[config.mk]
export PLATFORM = sky130hd
export DESIGN_NAME = ac_table_writer
export DESIGN_NICKNAME = d
export VERILOG_FILES = /design/src/rtl/ac_table_writer.sv
export SDC_FILE = /design/constraint.sdc
export NUM_CORES = 1
export LEC_CHECK = 0
export ABC_AREA = 1
export BUFFER_PORTS_ARGS = -buffer_cell sky130_fd_sc_hd__buf_2
export CORE_MARGIN = 4
export CORE_UTILIZATION = 53
export DETAILED_ROUTE_END_ITERATION = 7
export PLACE_DENSITY_LB_ADDON = 0.12
export SLEW_MARGIN = 20
export SYNTH_ARGS = -nofsm -noshare
export SYNTH_HDL_FRONTEND = slang
export SYNTH_SLANG_ARGS = --single-unit
export TNS_END_PERCENT = 20
[constraint.sdc]
create_clock -name clk_i -period 2.44 [get_ports clk_i]
set_input_delay 0.244 -clock clk_i [delete_from_list [all_inputs] [get_ports clk_i]]
set_output_delay 0.244 -clock clk_i [all_outputs]
set_load 0.005 [all_outputs]
[src/rtl/ac_table_writer.sv]
// ac_table_writer: loader for the Aho-Corasick goto/failure tables.
// The host streams entries {cur, chara, next, fail} over valid/ready. The writer
// first clears every table row to zero, then writes the accepted entries to
// rows 0, 1, 2, ... one cycle after each is accepted. Loading ends on the
// IN_LAST beat, or after DEPTH beats (ERR_FULL is then set).
//
// Optional feature (macro TABLE_CSUM_EN): adds csum_in_i / err_csum_o. A running
// XOR of every accepted beat is compared with csum_in_i on the IN_LAST beat.
//
// Ports:
//   clk_i, rst_ni        clock (rising edge), async active-low reset
//   start_i              one-cycle pulse that begins clear + load (IDLE/DONE only)
//   in_valid_i/in_ready_o entry beat handshake
//   in_cur_i, in_chara_i, in_next_i, in_fail_i, in_last_i   entry fields
//   we_o, waddr_o, w_cur_o, w_chara_o, w_next_o, w_fail_o   table write port
//   busy_o, done_o       status: clearing/loading, table valid
//   count_o              entries written in the current load
//   err_full_o           DEPTH entries taken without IN_LAST
//   csum_in_i, err_csum_o  checksum compare (TABLE_CSUM_EN only)
module ac_table_writer #(
  parameter int unsigned DEPTH = 32,
  parameter int unsigned AW    = 5,
  parameter int unsigned SW    = 8,
  parameter int unsigned CW    = 4
) (
  input  logic          clk_i,
  input  logic          rst_ni,
  input  logic          start_i,
  input  logic          in_valid_i,
  output logic          in_ready_o,
  input  logic [SW-1:0] in_cur_i,
  input  logic [CW-1:0] in_chara_i,
  input  logic [SW-1:0] in_next_i,
  input  logic [SW-1:0] in_fail_i,
  input  logic          in_last_i,
  output logic          we_o,
  output logic [AW-1:0] waddr_o,
  output logic [SW-1:0] w_cur_o,
  output logic [CW-1:0] w_chara_o,
  output logic [SW-1:0] w_next_o,
  output logic [SW-1:0] w_fail_o,
  output logic          busy_o,
  output logic          done_o,
  output logic [AW:0]   count_o,
`ifdef TABLE_CSUM_EN
  input  logic [SW-1:0] csum_in_i,
  output logic          err_csum_o,
`endif
  output logic          err_full_o
);

  typedef enum logic [1:0] {
    ST_IDLE  = 2'd0,
    ST_CLEAR = 2'd1,
    ST_LOAD  = 2'd2,
    ST_DONE  = 2'd3
  } state_e;

  state_e        state_q;
  logic          in_ready_q;
  logic          we_q;
  logic [AW-1:0] waddr_q;
  logic [SW-1:0] w_cur_q;
  logic [CW-1:0] w_chara_q;
  logic [SW-1:0] w_next_q;
  logic [SW-1:0] w_fail_q;
  logic          busy_q;
  logic          done_q;
  logic [AW:0]   count_q;
  logic          err_full_q;
  // Terminating beat accepted; its write is on the bus this cycle.
  logic          fin_q;

  logic          accept_c;
  logic          last_row_c;

  assign accept_c   = in_valid_i & in_ready_q;
  assign last_row_c = (count_q == (AW+1)'(DEPTH - 1));

`ifdef TABLE_CSUM_EN
  logic [SW-1:0] csum_q;
  logic          err_csum_q;
  logic [SW-1:0] beat_xor_c;

  assign beat_xor_c = in_cur_i ^ SW'(in_chara_i) ^ in_next_i ^ in_fail_i;

  // Running XOR over accepted beats; compared against the host value on IN_LAST.
  always_ff @(posedge clk_i or negedge rst_ni) begin
    if (!rst_ni) begin
      csum_q     <= '0;
      err_csum_q <= 1'b0;
    end else if (start_i && (state_q == ST_IDLE || state_q == ST_DONE)) begin
      csum_q     <= '0;
      err_csum_q <= 1'b0;
    end else if (state_q == ST_LOAD && accept_c) begin
      csum_q <= csum_q ^ beat_xor_c;
      if (in_last_i && ((csum_q ^ beat_xor_c) != csum_in_i)) begin
        err_csum_q <= 1'b1;
      end
    end
  end

  assign err_csum_o = err_csum_q;
`endif

  // Main FSM with registered outputs.
  always_ff @(posedge clk_i or negedge rst_ni) begin
    if (!rst_ni) begin
      state_q    <= ST_IDLE;
      in_ready_q <= 1'b0;
      we_q       <= 1'b0;
      waddr_q    <= '0;
      w_cur_q    <= '0;
      w_chara_q  <= '0;
      w_next_q   <= '0;
      w_fail_q   <= '0;
      busy_q     <= 1'b0;
      done_q     <= 1'b0;
      count_q    <= '0;
      err_full_q <= 1'b0;
      fin_q      <= 1'b0;
    end else begin
      case (state_q)
        ST_IDLE, ST_DONE: begin
          we_q       <= 1'b0;
          in_ready_q <= 1'b0;
          if (start_i) begin
            // First clear write (row 0) is issued on the cycle after START.
            state_q    <= ST_CLEAR;
            we_q       <= 1'b1;
            waddr_q    <= '0;
            w_cur_q    <= '0;
            w_chara_q  <= '0;
            w_next_q   <= '0;
            w_fail_q   <= '0;
            busy_q     <= 1'b1;
            done_q     <= 1'b0;
            count_q    <= '0;
            err_full_q <= 1'b0;
            fin_q      <= 1'b0;
          end
        end

        ST_CLEAR: begin
          if (waddr_q == AW'(DEPTH - 1)) begin
            state_q    <= ST_LOAD;
            we_q       <= 1'b0;
            in_ready_q <= 1'b1;
          end else begin
            waddr_q <= waddr_q + AW'(1);
          end
        end

        ST_LOAD: begin
          we_q <= 1'b0;
          if (fin_q) begin
            state_q <= ST_DONE;
            fin_q   <= 1'b0;
            busy_q  <= 1'b0;
            done_q  <= 1'b1;
          end else if (accept_c) begin
            we_q      <= 1'b1;
            waddr_q   <= count_q[AW-1:0];
            w_cur_q   <= in_cur_i;
            w_chara_q <= in_chara_i;
            w_next_q  <= in_next_i;
            w_fail_q  <= in_fail_i;
            count_q   <= count_q + (AW+1)'(1);
            if (in_last_i || last_row_c) begin
              in_ready_q <= 1'b0;
              fin_q      <= 1'b1;
              if (!in_last_i) begin
                err_full_q <= 1'b1;
              end
            end
          end
        end

        default: state_q <= ST_IDLE;
      endcase
    end
  end

  assign in_ready_o = in_ready_q;
  assign we_o       = we_q;
  assign waddr_o    = waddr_q;
  assign w_cur_o    = w_cur_q;
  assign w_chara_o  = w_chara_q;
  assign w_next_o   = w_next_q;
  assign w_fail_o   = w_fail_q;
  assign busy_o     = busy_q;
  assign done_o     = done_q;
  assign count_o    = count_q;
  assign err_full_o = err_full_q;

endmodule
* Word-level counts from Yosys, hierarchy flattened
Index checks and enable logic that the tools add are counted.
Storage, ports and cells: register bits after elaboration 47, latch bits 0, memory bits (writable) 0, ROM bits 0, input port bits 33, output and inout port bits 44, logic and storage cells 92, memories kept 0
Cells by class: add/subtract/negate cells 2, multiply operators 0, divide/modulo/power cells 0, order comparisons 0, equal/unequal tests 13, shifts and indexed selects 0, muxes and demuxes 52, bitwise gates (word level) 1, reduce and logical (&&, ||, !) cells 11
Operator list (number):
- $mux W8 | 7
- $pmux W8 S2 | 3
- $mux W5 | 4
- $mux W1 | 19
- $mux W6 | 3
- $ne A2 B2 Y1 const B | 8
- $pmux W5 S3 | 1
- $mux W4 | 3
- $pmux W6 S2 | 1
- $reduce_and A4 Y1 | 3
- $pmux W1 S2 | 4
- $pmux W4 S2 | 1
- $add A6 B1 Y6 const B | 1
- $eq A6 B5 Y1 const B | 1
- $mux W2 | 3
- $pmux W1 S3 | 2
- $pmux W2 S3 | 1
- $reduce_and A3 Y1 | 2
- $reduce_and A6 Y1 | 1
- $add A5 B1 Y5 const B | 1
- $eq A5 B5 Y1 const B | 1
- $eq A2 B2 Y1 const B | 2
- $eq A2 B1 Y1 const B | 1
- $logic_not A2 Y1 | 1
- other kinds (5) | 5

* Longest topological paths before layout
Gate-level depths: netlist (run 1).
depth after elaboration 6, gate-level depth with buffers 11, gate-level depth less buffers 11

* Worst setup path after synthesis (run 1)
OpenSTA, ideal clock, no wires.
path type register -> register, start point register state_q[0], end point register count_q[5] (netlist: count_o[5]), setup time 0.121 ns, arrival 1.400 ns, data required time 2.319 ns, setup slack 0.919 ns, stages on the path, launching flop included 10, buffers on the path 1, period minus slack after synthesis 1.521 ns, cell sequence dfrtp_1 -> inv_1 -> ha_1 -> nand2_1 -> nand2_2 -> nor2_8 -> inv_4 -> buf_6 -> nand2_1 -> o21ai_1
Between the ends: longest elaborated chain between the ends 4, elaborated cells on any way between the ends 10, classes of those cells eq/ne (5); mux (1); reduce/logical (4)
Ends and longest elaborated chain:
- start, declared | RTL line 59 | state_e state_q;
- start signal, assigned | RTL line 109 | state_q <= ST_IDLE;
- start signal, assigned | RTL line 129 | state_q <= ST_CLEAR;
- start signal, assigned | RTL line 146 | state_q <= ST_LOAD;
- $eq A2 B2 Y1 or $logic_not A2 Y1 (tied branches) | RTL line 123 | case (state_q)
- $reduce_or A2 Y1 | RTL line 123
- $ne A2 B2 Y1 (no line) or $reduce_bool A2 Y1 (tied branches)
- $reduce_and A4 Y1 (no line)
- end signal, assigned | RTL line 168 | count_q <= count_q + (AW+1)'(1);
- end, declared | RTL line 69 | logic [AW:0] count_q;
Parallel ways exist; a longest one is shown, timed or not. A chain may end at the register's enable or synchronous reset.

* Worst setup path in the final report (run 1)
start point register state_q[0], end point register count_q[2] (netlist: count_o[2])
Same word-level chain as after synthesis.

==> flow_summary_export.csv, run 1 <==
group,metric,value,unit
status,status,"completed",
placed_design,place_inst,392,
finish,n_antenna_cell,0,
timing,timing.final.crit_share,0.856,
synthesis,yosysWarnings,0,
timing,min_period,2.09,ns
clocking,cts_max_level,2,
synthesis,synth_nets,312,
setup_path,crit_path_start_kind,"flip-flop",
synthesis,synth-adder-area-share,0.0334,
synthesis,synth_top_family_by_area,"simple AND/OR/NAND/NOR gates",
timing,setup_viol,0,
setup_path,cp_num_buf_inv,2,
timing,fmax,0.479,GHz
synthesis,ys_types,20,
clocking,clkTransAtPathRegs,0.09,ns
floorplan,ios,77,
timing,slew_viol_final,0,
placed_design,place_congestion,0.859,
synthesis,synth_seq_cells,47,
pwr,power.density,1210,nW/um^2
synthesis,postSynthCellCount,273,
setup_path,crit_chain,"inv_1 > ha_1 > nand2_1 > nand2_2 > nor2_8 > inv_4 > a21oi_1 > nor2_1",
synthesis,ys_seq_area_frac,0.524,
route,via_per_inst,5.00,
pwr,p_leak,1.63,nW
finish,syn_to_final_growth,21.8,%
finish,fillCellCount,353,
clocking,cts_setup_buffers,0,
route,routed-via-count,1998,
setup_path,crit_arrival,2.28,ns
placed_design,placed_cell_area,2630,um^2
clocking,cts_inserted_buffers,5,
global_routing,grt_usage,0.199,
finish,nets,388,
finish,seq_area,1180,um^2
clocking,post_cts_resized,0,
floorplan,die_area,5340,um^2
floorplan,die_w,73.1,um
synthesis,netlist_area,2250,um^2
placed_design,io_buffers,76,
setup_path,worstPathMaxFanout,36,
floorplan,fp-row-count,23,
clocking,max-clock-path-buffers,2,
route,drt_iter0_drc,126,
setup_path,critPathSlowestCell,"nor2_8",
route,route.detailed.drc,0,
synthesis,yosys.area_share.simple,0.299,
timing,tightest_slew,0.600,ns
route,antenna_left,0,
timing,rsz0062_at_grt,"false",
setup_path,critPathTopFamily,"simple AND/OR/NAND/NOR gates",
clocking,clkLatencyLatePin,0.30,ns
pwr,ir_drop,552,uV
global_routing,grt_max_degree,48,
timing,tns,0,ns
synthesis,synth_compound_area_frac,0.0657,
floorplan,die_h,73.1,um
synthesis,synth_mux_area_frac,0,
placed_design,dp.final_hpwl,3560,um
worst_hold_path,hp-class,"in -> async",
timing,slew_headroom,0.600,
floorplan,initial_utilization,0.553,
global_routing,antenna_found_initial,0,
run,max-cap-violations,0,
timing,hold_viol,0,
clocking,clockRootBuffer,"clkbuf_8",
global_routing,grt_pass1_vias,1901,
setup_path,path_class,"reg -> reg",
route,wl_per_cell,12.7,um
finish,final_area,2740,um^2
timing,skew,0.00722,ns
finish,drive_above_1_share,0.266,
clocking,cts_tree,"done",
global_routing,grt_pass1_wl,8320,um
route,drt_wl_total,5080,um
synthesis,synth.avg_cell_area,8.23,um^2
synthesis,synth_xor_area_frac,0,
finish,multi_input_area,895,um^2
setup_path,critPathRequiredTime,2.63,ns
setup_path,worst_setup_path_end_kind,"flip-flop",
setup_path,cp_slowest_stage_delay,0.42,ns
finish,fin_cells,400,
route,drt-pass1-iter-count,4,
floorplan,core_area,4060,um^2
clocking,numClockSinks,47,
global_routing,grt_overflow_total,0,
clocking,ctsHoldBuffers,0,
-- worst register-to-register path, stage by stage (launching register included) --
cell     delay (ns)
dfrtp_1        0.41
inv_1          0.06
ha_1           0.32
nand2_1        0.13
nand2_2        0.12
nor2_8         0.42
inv_4          0.25
a21oi_1        0.22
nor2_1         0.06
-- layer usage --
| metal | routed length [um] | part of all wire | track usage | vias to the layer above |
|---|---|---|---|---|
| li1 | - | - | - | 1021 |
| met5 | 0 | 0 | 0 | - |
| met2 | 2320 | 0.46 | 0.321 | 65 |
| met3 | 348 | 0.069 | 0.0565 | 4 |
| met1 | 2370 | 0.47 | 0.266 | 908 |
| met4 | 39 | 0.0077 | 0.0492 | 0 |
-- power by group --
| part | switching (W) | total [W] | internal, W |
|---|---|---|---|
| registers | 0.000182 | 0.00126 | 0.00108 |
| clock network | 0.000255 | 0.000513 | 0.000258 |
| logic | 0.000998 | 0.00153 | 0.000535 |
-- final timing paths --
kind | from | end | slack, ns | cells past startpoint
max in group asynchronous | rst_ni | count_o[0] | 2.00 | 2
max | state_q[0] | count_o[2] | 0.35 | 8
min | rst_ni | we_o | 0.02 | 2
min in group clk_i | in_cur_i[5] | w_cur_o[5] | 0.16 | 3
max reg2reg | state_q[0] | count_o[2] | 0.35 | 8
min reg2reg | w_cur_o[0] | w_cur_o[0] | 0.48 | 2
-- cell type report --
class / count / area share
Tap cell: 50 / 0.0229
Clock buffer: 7 / 0.0352
Inverter: 25 / 0.0352
Sequential cell: 47 / 0.430
Multi-Input combinational cell: 191 / 0.327
Timing Repair Buffer: 79 / 0.147
Clock inverter: 1 / 0.00274
-- cell usage in the layout (no fill, tap or decap) --
cell and n:
a21boi_0 1, a21oi_1 4, buf_2 76, buf_4 3, clkbuf_8 7, clkinvlp_4 1
dfrtp_1 47, ha_1 6, inv_1 24, inv_4 1, nand2_1 101, nand2_2 4
nand3_1 39, nand4_1 3, nor2_1 9, nor2_8 1, o211ai_1 1, o21a_1 1
o21ai_0 19, o21ai_1 2
-- kinds of logic (layout without fill, tap and decap cells) --
family / Yosys count / in the layout
compound gates: 28 / 28
fa+ha+maj: 6 / 6
buf+inv: 35 / 112
flops: 47 / 47
simple gates: 157 / 157
-- synthesized netlist by cell type (all sizes together) --
| library cell | count | area share |
|---|---|---|
| nand2 | 105 | 0.18 |
| dfrtp | 47 | 0.52 |
| nand3 | 39 | 0.087 |
| inv | 25 | 0.043 |
| o21ai | 21 | 0.047 |
| nor2 | 10 | 0.024 |
| buf | 9 | 0.033 |
| ha | 6 | 0.033 |
| a21oi | 4 | 0.0089 |
| nand4 | 3 | 0.0084 |
| a21boi | 1 | 0.0033 |
| clkbuf | 1 | 0.0017 |
| o211ai | 1 | 0.0033 |
| o21a | 1 | 0.0033 |
-- metrics by stage --
stage | worst slack [ns] | power (W) | hold slack [ns] | util
3_3_place_gp | 0.468 | 0.00278 | 0.370 | 0.649
3_5_place_dp | 0.364 | 0.00280 | 0.375 | 0.649
2_1_floorplan | 0.919 | 0.00239 | -0.0516 | -
4_1_cts | 0.354 | 0.00333 | 0.0499 | 0.674
5_1_grt | 0.199 | 0.00360 | 0.0751 | 0.674
6_report | 0.351 | 0.00331 | 0.0247 | 0.674
-- flip-flops by register name, summed over array words and instances, names as in the netlist, 2 cells and up --
register	cells
w_cur_o	8
w_fail_o	8
w_next_o	8
count_o	6
waddr_o	5
w_chara_o	4
state_q	2
No activity file was read; power rests on OpenSTA's default activity.
==> run 2, diff against run 1 <==
--- a/config.mk
+++ b/config.mk
@@ -7,7 +7,6 @@
 export LEC_CHECK = 0
 export ABC_AREA = 1
 export BUFFER_PORTS_ARGS = -buffer_cell sky130_fd_sc_hd__buf_2
-export CORE_MARGIN = 4
 export CORE_UTILIZATION = 53
 export DETAILED_ROUTE_END_ITERATION = 7
 export PLACE_DENSITY_LB_ADDON = 0.12
==> flow_summary_export.csv, run 2 (synthesis gave the netlist of run 1 again) <==
group,metric,value,unit
finish,final_area,2740,um^2
timing,skew,0.00497,ns
worst_hold_path,whs_endpoint,"w_fail_o[7]",
clocking,clockRootBuffer,"clkbuf_8",
clocking,max-clock-path-buffers,2,
timing,setup_viol,0,
floorplan,die_w,67.1,um
finish,fillCellCount,345,
clocking,cts_max_level,2,
finish,syn_to_final_growth,21.9,%
timing,tns,0,ns
route,route.detailed.drc,0,
floorplan,core_area,4030,um^2
run,max-cap-violations,0,
finish,drive_above_1_share,0.265,
clocking,clkLatencyLatePin,0.30,ns
floorplan,ios,77,
clocking,post_cts_resized,0,
setup_path,critPathRequiredTime,2.64,ns
timing,min_period,1.86,ns
timing,slew_headroom,0.735,
setup_path,worst_setup_path_end_kind,"flip-flop",
timing,hold_viol,0,
route,wl_per_cell,12.3,um
finish,n_antenna_cell,0,
pwr,p_leak,1.63,nW
global_routing,grt_max_degree,34,
worst_hold_path,hp-class,"in -> reg",
global_routing,grt_overflow_total,0,
setup_path,path_class,"reg -> reg",
floorplan,die_area,4500,um^2
setup_path,r2r_setup_slack,0.58,ns
route,via_per_inst,5.05,
clocking,cts_tree,"done",
floorplan,initial_utilization,0.557,
timing,tightest_slew,0.397,ns
worst_hold_path,min_path_cells,3,
placed_design,io_buffers,76,
finish,final_common_cell,"nand2_1",
route,antenna_left,0,
setup_path,critPathSlowestCell,"dfrtp_1",
pwr,ir_drop,859,uV
setup_path,worstPathMaxFanout,33,
clocking,clkTransAtPathRegs,0.08,ns
global_routing,grt_usage,0.244,
placed_design,placed_cell_area,2640,um^2
timing,timing.final.crit_share,0.761,
clocking,cts_inserted_buffers,5,
route,drt_wl_total,4910,um
floorplan,die_h,67.1,um
setup_path,crit_chain,"inv_1 > ha_1 > nand2_1 > nand2_2 > nor2_8 > inv_4 > a21oi_1 > nor2_1",
setup_path,crit_arrival,2.05,ns
pwr,p_total,0.00329,W
finish,layout_common_cells,"101 x nand2_1, 76 x buf_2, 47 x dfrtp_1",
clocking,numClockSinks,47,
global_routing,grt_pass1_vias,1827,
global_routing,antenna_found_initial,0,
setup_path,cp_num_buf_inv,2,
global_routing,grt_pass1_wl,8160,um
setup_path,rr_startpoint,"state_q[0]",
route,drt_iter0_drc,199,
finish,postLayoutCoreUtil,0.680,
setup_path,cp_slowest_stage_delay,0.40,ns
setup_path,reg2regPathDepth,8,
status,status,"completed",
route,routed-via-count,2025,
worst_hold_path,hold_start,"in_fail_i[7]",
finish,multi_input_area,895,um^2
timing,slew_viol_final,0,
setup_path,critPathTopFamily,"simple AND/OR/NAND/NOR gates",
placed_design,place_congestion,0.990,
setup_path,r2r_end,"count_o[2]",
finish,nets,390,
setup_path,startpoint,"state_q[0]",
timing,rsz0062_at_grt,"false",
setup_path,crit_path_start_kind,"flip-flop",
placed_design,dp.final_hpwl,3500,um
finish,seq_area,1180,um^2
timing,fmax,0.539,GHz
pwr,power.density,1200,nW/um^2
floorplan,fp-row-count,23,
route,drt-pass1-iter-count,4,
[run 2: cell types whose count changed in the layout (fill, tap and decap cells not counted)]
cell | previous run | this run
buf_4 | 3 | 4
clkbuf_8 | 7 | 6
clkinv_2 | 0 | 1
clkinvlp_4 | 1 | 0
dlygate4sd3_1 | 0 | 1
[run 2: worst reg2reg max path, delay by kind of cell (launching register included)]
family	cells	cell delay [ns]
and+or+nand+nor	4	0.60
DFF	1	0.40
adders and majority gates	1	0.34
buffers and inverters	2	0.26
AOI/OAI and AO/OA	1	0.16
[run 2: report_power, final]
| part | leakage [nW] | internal, W | total, W | switching, W |
|---|---|---|---|---|
| Sequential | 0.635 | 0.00108 | 0.00126 | 0.000184 |
| Clock | 0.0470 | 0.000222 | 0.000471 | 0.000248 |
| Combinational | 0.950 | 0.000554 | 0.00155 | 0.000999 |
[run 2: worst max path at each step]
stage | end | slack (ns) | depth (start not counted)
3_5_place_dp | count_o[2] | 0.60 | 8
5_1_grt | count_o[2] | 0.40 | 8
4_1_cts | count_o[2] | 0.56 | 8
2_1_floorplan | count_o[5] | 0.92 | 9
3_3_place_gp | count_o[2] | 0.67 | 8
6_report | count_o[2] | 0.58 | 8
[run 2: final cells by class]
cell class	count	area share
inverter	25	0.0352
tap	50	0.0229
clock buffer	6	0.0302
clock inverter	1	0.00183
multi-input combinational	191	0.327
timing repair buffer	81	0.154
sequential	47	0.430
[run 2: metrics by stage]
| stage | hold WS [ns] | instances | setup WS, ns |
|---|---|---|---|
| floorplan | -0.0516 | 273 | 0.919 |
| global placement | 0.205 | 393 | 0.669 |
| detailed placement | 0.199 | 393 | 0.597 |
| CTS | 0.163 | 401 | 0.564 |
| global route | 0.161 | 401 | 0.405 |
| finish | 0.164 | 401 | 0.584 |
[run 2: repair_timing]
action | in CTS | in global routing
hold endpoints to repair | 17 | 0
hold buffers | 1 | 0
buffers inserted | 0 | 0
setup endpoints to repair | 0 | 0
[run 2: layer usage]
layer  vias up  global-route usage  wire [um]
li1       1020                   -          -
met1       917               0.337       2220
met2        83               0.358       2300
met3         5              0.0771        337
met4         0              0.0798         61
met5         -                   0          0
